--- src/rtl/tank_move_controller.sv ---
// rtl/tank_move_controller.sv - per-frame tank position/direction generator
// Steps the tank on key requests once every FRAMES_PER_STEP frames and reverts to the last legal spot on collision.
module tank_move_controller #(
    parameter logic [10:0] INIT_X          = 11'd300,
    parameter logic [10:0] INIT_Y          = 11'd400,
    parameter logic [1:0]  INIT_DIR        = 2'b00,
    parameter logic [10:0] SPEED           = 11'd2,
    parameter logic [3:0]  FRAMES_PER_STEP = 4'd1,
    parameter logic [10:0] MIN_X           = 11'd0,
    parameter logic [10:0] MAX_X           = 11'd614,
    parameter logic [10:0] MIN_Y           = 11'd0,
    parameter logic [10:0] MAX_Y           = 11'd454
) (
    input  logic        clk,
    input  logic        resetN,
    input  logic        startOfFrame,
    input  logic [3:0]  moveReq,
    input  logic        collision,
    output logic [10:0] topLeftX,
    output logic [10:0] topLeftY,
    output logic [1:0]  tankDir,
    output logic        moved,
    output logic        blocked
);

    typedef enum logic [1:0] {S_WAIT, S_DECIDE, S_REVERT, S_MOVE} state_t;

    state_t      state_q, state_d;
    logic [10:0] x_q, x_d, y_q, y_d;
    logic [10:0] prev_x_q, prev_x_d, prev_y_q, prev_y_d;
    logic [1:0]  dir_q, dir_d;
    logic [3:0]  cnt_q, cnt_d;
    logic [3:0]  req_q, req_d;
    logic        hit_q, hit_d;
    logic        moved_q, moved_d;
    logic        blocked_q, blocked_d;

    logic        last_frame;
    logic [1:0]  new_dir;
    logic [10:0] up_y, down_y, left_x, right_x;

    assign last_frame = (cnt_q == FRAMES_PER_STEP - 4'd1);

    // 12-bit compares keep the clamps free of wrap-around at both ends
    assign up_y    = ({1'b0, y_q} < ({1'b0, MIN_Y} + {1'b0, SPEED})) ? MIN_Y : (y_q - SPEED);
    assign down_y  = (({1'b0, y_q} + {1'b0, SPEED}) > {1'b0, MAX_Y}) ? MAX_Y : (y_q + SPEED);
    assign left_x  = ({1'b0, x_q} < ({1'b0, MIN_X} + {1'b0, SPEED})) ? MIN_X : (x_q - SPEED);
    assign right_x = (({1'b0, x_q} + {1'b0, SPEED}) > {1'b0, MAX_X}) ? MAX_X : (x_q + SPEED);

    always_comb begin
        new_dir = 2'b11;
        if (req_q[3])      new_dir = 2'b00;
        else if (req_q[2]) new_dir = 2'b01;
        else if (req_q[1]) new_dir = 2'b10;
    end

    always_comb begin
        state_d   = state_q;
        x_d       = x_q;
        y_d       = y_q;
        prev_x_d  = prev_x_q;
        prev_y_d  = prev_y_q;
        dir_d     = dir_q;
        cnt_d     = cnt_q;
        req_d     = req_q;
        hit_d     = hit_q | collision;
        moved_d   = 1'b0;
        blocked_d = 1'b0;
        case (state_q)
            S_WAIT: begin
                if (startOfFrame) state_d = S_DECIDE;
            end
            S_DECIDE: begin
                cnt_d = last_frame ? 4'd0 : cnt_q + 4'd1;
                req_d = moveReq;
                if (hit_q) begin
                    state_d   = S_REVERT;
                    blocked_d = 1'b1;
                end else if (moveReq != 4'd0 && last_frame) begin
                    state_d = S_MOVE;
                    moved_d = 1'b1;
                end else begin
                    state_d = S_WAIT;
                end
            end
            S_REVERT: begin
                x_d     = prev_x_q;
                y_d     = prev_y_q;
                hit_d   = collision;
                state_d = S_WAIT;
            end
            S_MOVE: begin
                prev_x_d = x_q;
                prev_y_d = y_q;
                dir_d    = new_dir;
                case (new_dir)
                    2'b00:   y_d = up_y;
                    2'b01:   x_d = right_x;
                    2'b10:   y_d = down_y;
                    default: x_d = left_x;
                endcase
                state_d = S_WAIT;
            end
            default: state_d = S_WAIT;
        endcase
    end

    always_ff @(posedge clk or negedge resetN) begin
        if (!resetN) begin
            state_q   <= S_WAIT;
            x_q       <= INIT_X;
            y_q       <= INIT_Y;
            prev_x_q  <= INIT_X;
            prev_y_q  <= INIT_Y;
            dir_q     <= INIT_DIR;
            cnt_q     <= 4'd0;
            req_q     <= 4'd0;
            hit_q     <= 1'b0;
            moved_q   <= 1'b0;
            blocked_q <= 1'b0;
        end else begin
            state_q   <= state_d;
            x_q       <= x_d;
            y_q       <= y_d;
            prev_x_q  <= prev_x_d;
            prev_y_q  <= prev_y_d;
            dir_q     <= dir_d;
            cnt_q     <= cnt_d;
            req_q     <= req_d;
            hit_q     <= hit_d;
            moved_q   <= moved_d;
            blocked_q <= blocked_d;
        end
    end

    assign topLeftX = x_q;
    assign topLeftY = y_q;
    assign tankDir  = dir_q;
    assign moved    = moved_q;
    assign blocked  = blocked_q;

endmodule
--- config.mk ---
export PLATFORM = sky130hd
export DESIGN_NAME = tank_move_controller
export DESIGN_NICKNAME = d
export VERILOG_FILES = /design/src/rtl/tank_move_controller.sv
export SDC_FILE = /design/constraint.sdc
export NUM_CORES = 1
export LEC_CHECK = 0
export ABC_AREA = 1
export ABC_CLOCK_PERIOD_IN_PS = 4770
export BUFFER_PORTS_ARGS = -buffer_cell sky130_fd_sc_hd__buf_2
export CAP_MARGIN = 30
export CORE_ASPECT_RATIO = 0.7
export CORE_MARGIN = 3
export CORE_UTILIZATION = 45
export CTS_CLUSTER_SIZE = 28
export DETAILED_ROUTE_END_ITERATION = 6
export PLACE_DENSITY = 0.63
export SKIP_CTS_REPAIR_TIMING = 1
export SLEW_MARGIN = 20
export SYNTH_ARGS = -nofsm -noshare
export SYNTH_HDL_FRONTEND = slang
export SYNTH_SLANG_ARGS = --single-unit
--- constraint.sdc ---
create_clock -name clk -period 4.77 [get_ports clk]
set_clock_uncertainty 0.2 [all_clocks]
set_input_delay 0.954 -clock clk [delete_from_list [all_inputs] [get_ports clk]]
set_output_delay 0.954 -clock clk [all_outputs]
set_load 0.02 [all_outputs]
==> flow_summary.json <==
{
  "setup.reg_to_reg.worst_slack_ns": 2.05,
  "cp_cell_sequence": "nand2_2 -> buf_4 -> inv_1 -> nand2_1 -> nand2_1 -> inv_1 -> a21oi_1 -> a21oi_2",
  "starting_drt_drc_count": 332,
  "stdcell_area_sq_um": 4170,
  "power_switching_uw": 1560,
  "sequential_power_share": 0.311,
  "io-pin-count": 34,
  "mean_post_synth_cell_area_sq_um": 7.35,
  "initial_utilization": 0.481,
  "power_leakage_uw": 0.00201,
  "comb_power_frac": 0.476,
  "drv.max_cap_violation_count": 0,
  "worst_pin_slew_ns": 0.722,
  "area_delta_synth_final_pct": 14.5,
  "worstPathRequired_ns": 4.83,
  "num-nets-final": 537,
  "layout.core_utilization": 0.550,
  "totalPowerFinal_uw": 3310,
  "cp-start-kind": "flop",
  "grt_antenna_before_repair": 0,
  "arrival_ns": 2.78,
  "gr-usage-all-layers": 0.214,
  "timing.critical_path.to_type": "flop",
  "power.density_cell_area_nw_per_um2": 795,
  "cp_max_fo": 61,
  "via_count": 3332,
  "gp_routability_congestion": 0.916,
  "cts_made_buffers": 9,
  "route.detailed.wl_per_inst_um": 14.7,
  "part_of_the_yosys_area_used_for_sequential_elements": 0.403,
  "criticalPathCategory": "reg2reg",
  "synth.cell_area_sq_um": 3640,
  "wire_length_of_the_first_global_routing_pass_mm": 15.3,
  "cts_htree_levels": 3,
  "synth-warning-count": 0,
  "achievable-frequency_ghz": 0.368,
  "dr.pass1.iters": 5,
  "clock_share_of_power": 0.213,
  "vias_per_cell": 5.32,
  "report.final.setup_viol": 0,
  "grt_setup_unrepaired": "false",
  "cts_sinks": 58,
  "cells_after_synth": 496,
  "layout_worst_path_cycle_share": 0.570,
  "total_count_of_max_transition_violations_in_the_final_report": 0,
  "gr-total-overflow": 0,
  "final.setup.tns_ns": 0,
  "hpwlAfterDp_mm": 6.45,
  "layout-drive-gt1-share": 0.186,
  "slew_headroom": 0.519,
  "port_buffers": 33,
  "largest_net_degree_at_the_start_of_global_routing": 62,
  "number_of_nets_still_failing_antenna_checks_after_routing": 0,
  "antenna_cells_inserted": 0,
  "clock_tree_from_tritoncts": "done",
  "timing.critical_path.slowest_cell_delay_ns": 0.46,
  "slowest_cp_cell": "sky130_fd_sc_hd__buf_4",
  "sw_frac_of_total": 0.470,
  "min_period_ns": 2.72,
  "drc": 0,
  "peakVddDrop_v": 0.000349,
  "hold_class": "reg2reg",
  "power.internal_uw": 1760,
  "outcome": "finished clean",
  "synthesis.nets": 510,
  "clock_path_buffers": 2,
  "number_of_global_route_vias_before_repair": 3021,
  "worst_setup_hold_path_clk_slew_ns": 0.05,
  "placed_cell_areas_sq_um": 3840,
  "root_buffer_selected_by_cts": "sky130_fd_sc_hd__clkbuf_16",
  "core-area_sq_um": 7580,
  "postRouteWirelength_mm": 9.23,
  "fp-row-count": 26,
  "die_w_um": 114,
  "finalHoldViolations": 0,
  "die_h_um": 81.3,
  "worst_skew_pair.late_latency_ns": 0.33,
  "post_synth_num_cell_types": 39,
  "design.die.area_sq_um": 9230,
  "synth-seq-cells": 58
}
[worst paths after layout]
check | start | to | depth (start not counted)
hold / removal | hit_q | moved | 1
max in group asynchronous | resetN | state_q[1] | 2
hold reg to reg | hit_q | moved | 1
setup / recovery | state_q[0] | topLeftX[2] | 8
setup reg to reg | state_q[0] | topLeftX[2] | 8
min in group asynchronous | resetN | topLeftY[5] | 2
[state kept, by name (all words and copies together) (netlist names)]
| name | flops |
|---|---|
| blocked | 1 |
| cnt_q | 4 |
| hit_q | 1 |
| moved | 1 |
| prev_x_q | 11 |
| prev_y_q | 11 |
| req_q | 3 |
| state_q | 2 |
| tankDir | 2 |
| topLeftX | 11 |
| topLeftY | 11 |
[Yosys cell counts, drive strengths merged]
master / count / area, sq um
clkbuf: 8 / 31.3
xor2: 16 / 140
a21oi: 32 / 190
nand2: 145 / 577
o21a: 3 / 22.5
a31oi: 4 / 25.0
o21ai: 36 / 180
nand4: 8 / 50.1
a22oi: 1 / 7.51
ha: 6 / 75.1
xnor2: 4 / 35.0
nor3: 7 / 45.0
o21bai: 1 / 7.51
a31o: 1 / 8.76
nor2: 61 / 249
buf: 12 / 85.1
dfstp: 14 / 368
a41oi: 1 / 8.76
inv: 50 / 188
nand3: 35 / 198
o22ai: 1 / 6.26
o41ai: 1 / 8.76
dfrtp: 44 / 1100
o31ai: 1 / 7.51
o211ai: 4 / 30.0
[routing by layer]
metal,part of all wire,GRT usage
met1,0.53,0.333
met2,0.38,0.278
met3,0.072,0.0521
met4,0.015,0.0816
met5,0,0
[cell usage in the layout (no fill, tap or decap), drive strengths merged, types with 4 or more instances in the layout]
cell type	count
dfrtp	44
nor3	7
o21ai	36
xor2	16
xnor2	4
nand2	145
inv	50
a31oi	4
clkbuf	12
ha	6
nand4	8
nor2	61
nand3	35
o211ai	4
dfstp	14
a21oi	32
buf	36
[worst max-delay path, delay by kind of cell (launching register included)]
kind / cells / cell delay [ns]
AOI/OAI and AO/OA: 2 / 0.29
buffers and inverters: 3 / 1.21
DFF: 1 / 0.39
and+or+nand+nor: 3 / 0.56
[cell families after synthesis]
kind of cell | share of synthesized area
adders and majority gates | 0.0206
AOI/OAI and AO/OA | 0.138
buffers and inverters | 0.0834
and+or+nand+nor | 0.307
DFF | 0.403
xor gates and xnor gates | 0.0481
[power groups by stage]
stage / Sequential [uW] / Combinational (uW) / Clock (uW)
6_report: 1030 / 1580 / 707
3_5_place_dp: 1030 / 1550 / 0
3_3_place_gp: 1040 / 1530 / 0
5_1_grt: 1080 / 1780 / 741
4_1_cts: 1030 / 1570 / 718
2_1_floorplan: 1000 / 1200 / 0
[area by class of cell]
type                            count  area, sq um
Fill cell                         743         3410
Clock buffer                       12          256
Timing Repair Buffer               36          188
Tap cell                           98          123
Sequential cell                    58         1470
Inverter                           50          188
Clock inverter                      4         73.8
Multi-Input combinational cell    368         1870
[metrics by stage]
stage / hold WS [ns] / setup WS (ns) / cells
3_5_place_dp: 0.235 / 2.15 / 610
6_report: 0.246 / 2.05 / 626
4_1_cts: 0.247 / 2.07 / 626
5_1_grt: 0.289 / 1.72 / 626
3_3_place_gp: 0.242 / 2.21 / 610
2_1_floorplan: 0.213 / 2.57 / 496
Note: power is estimated with default switching activity, not from simulation.
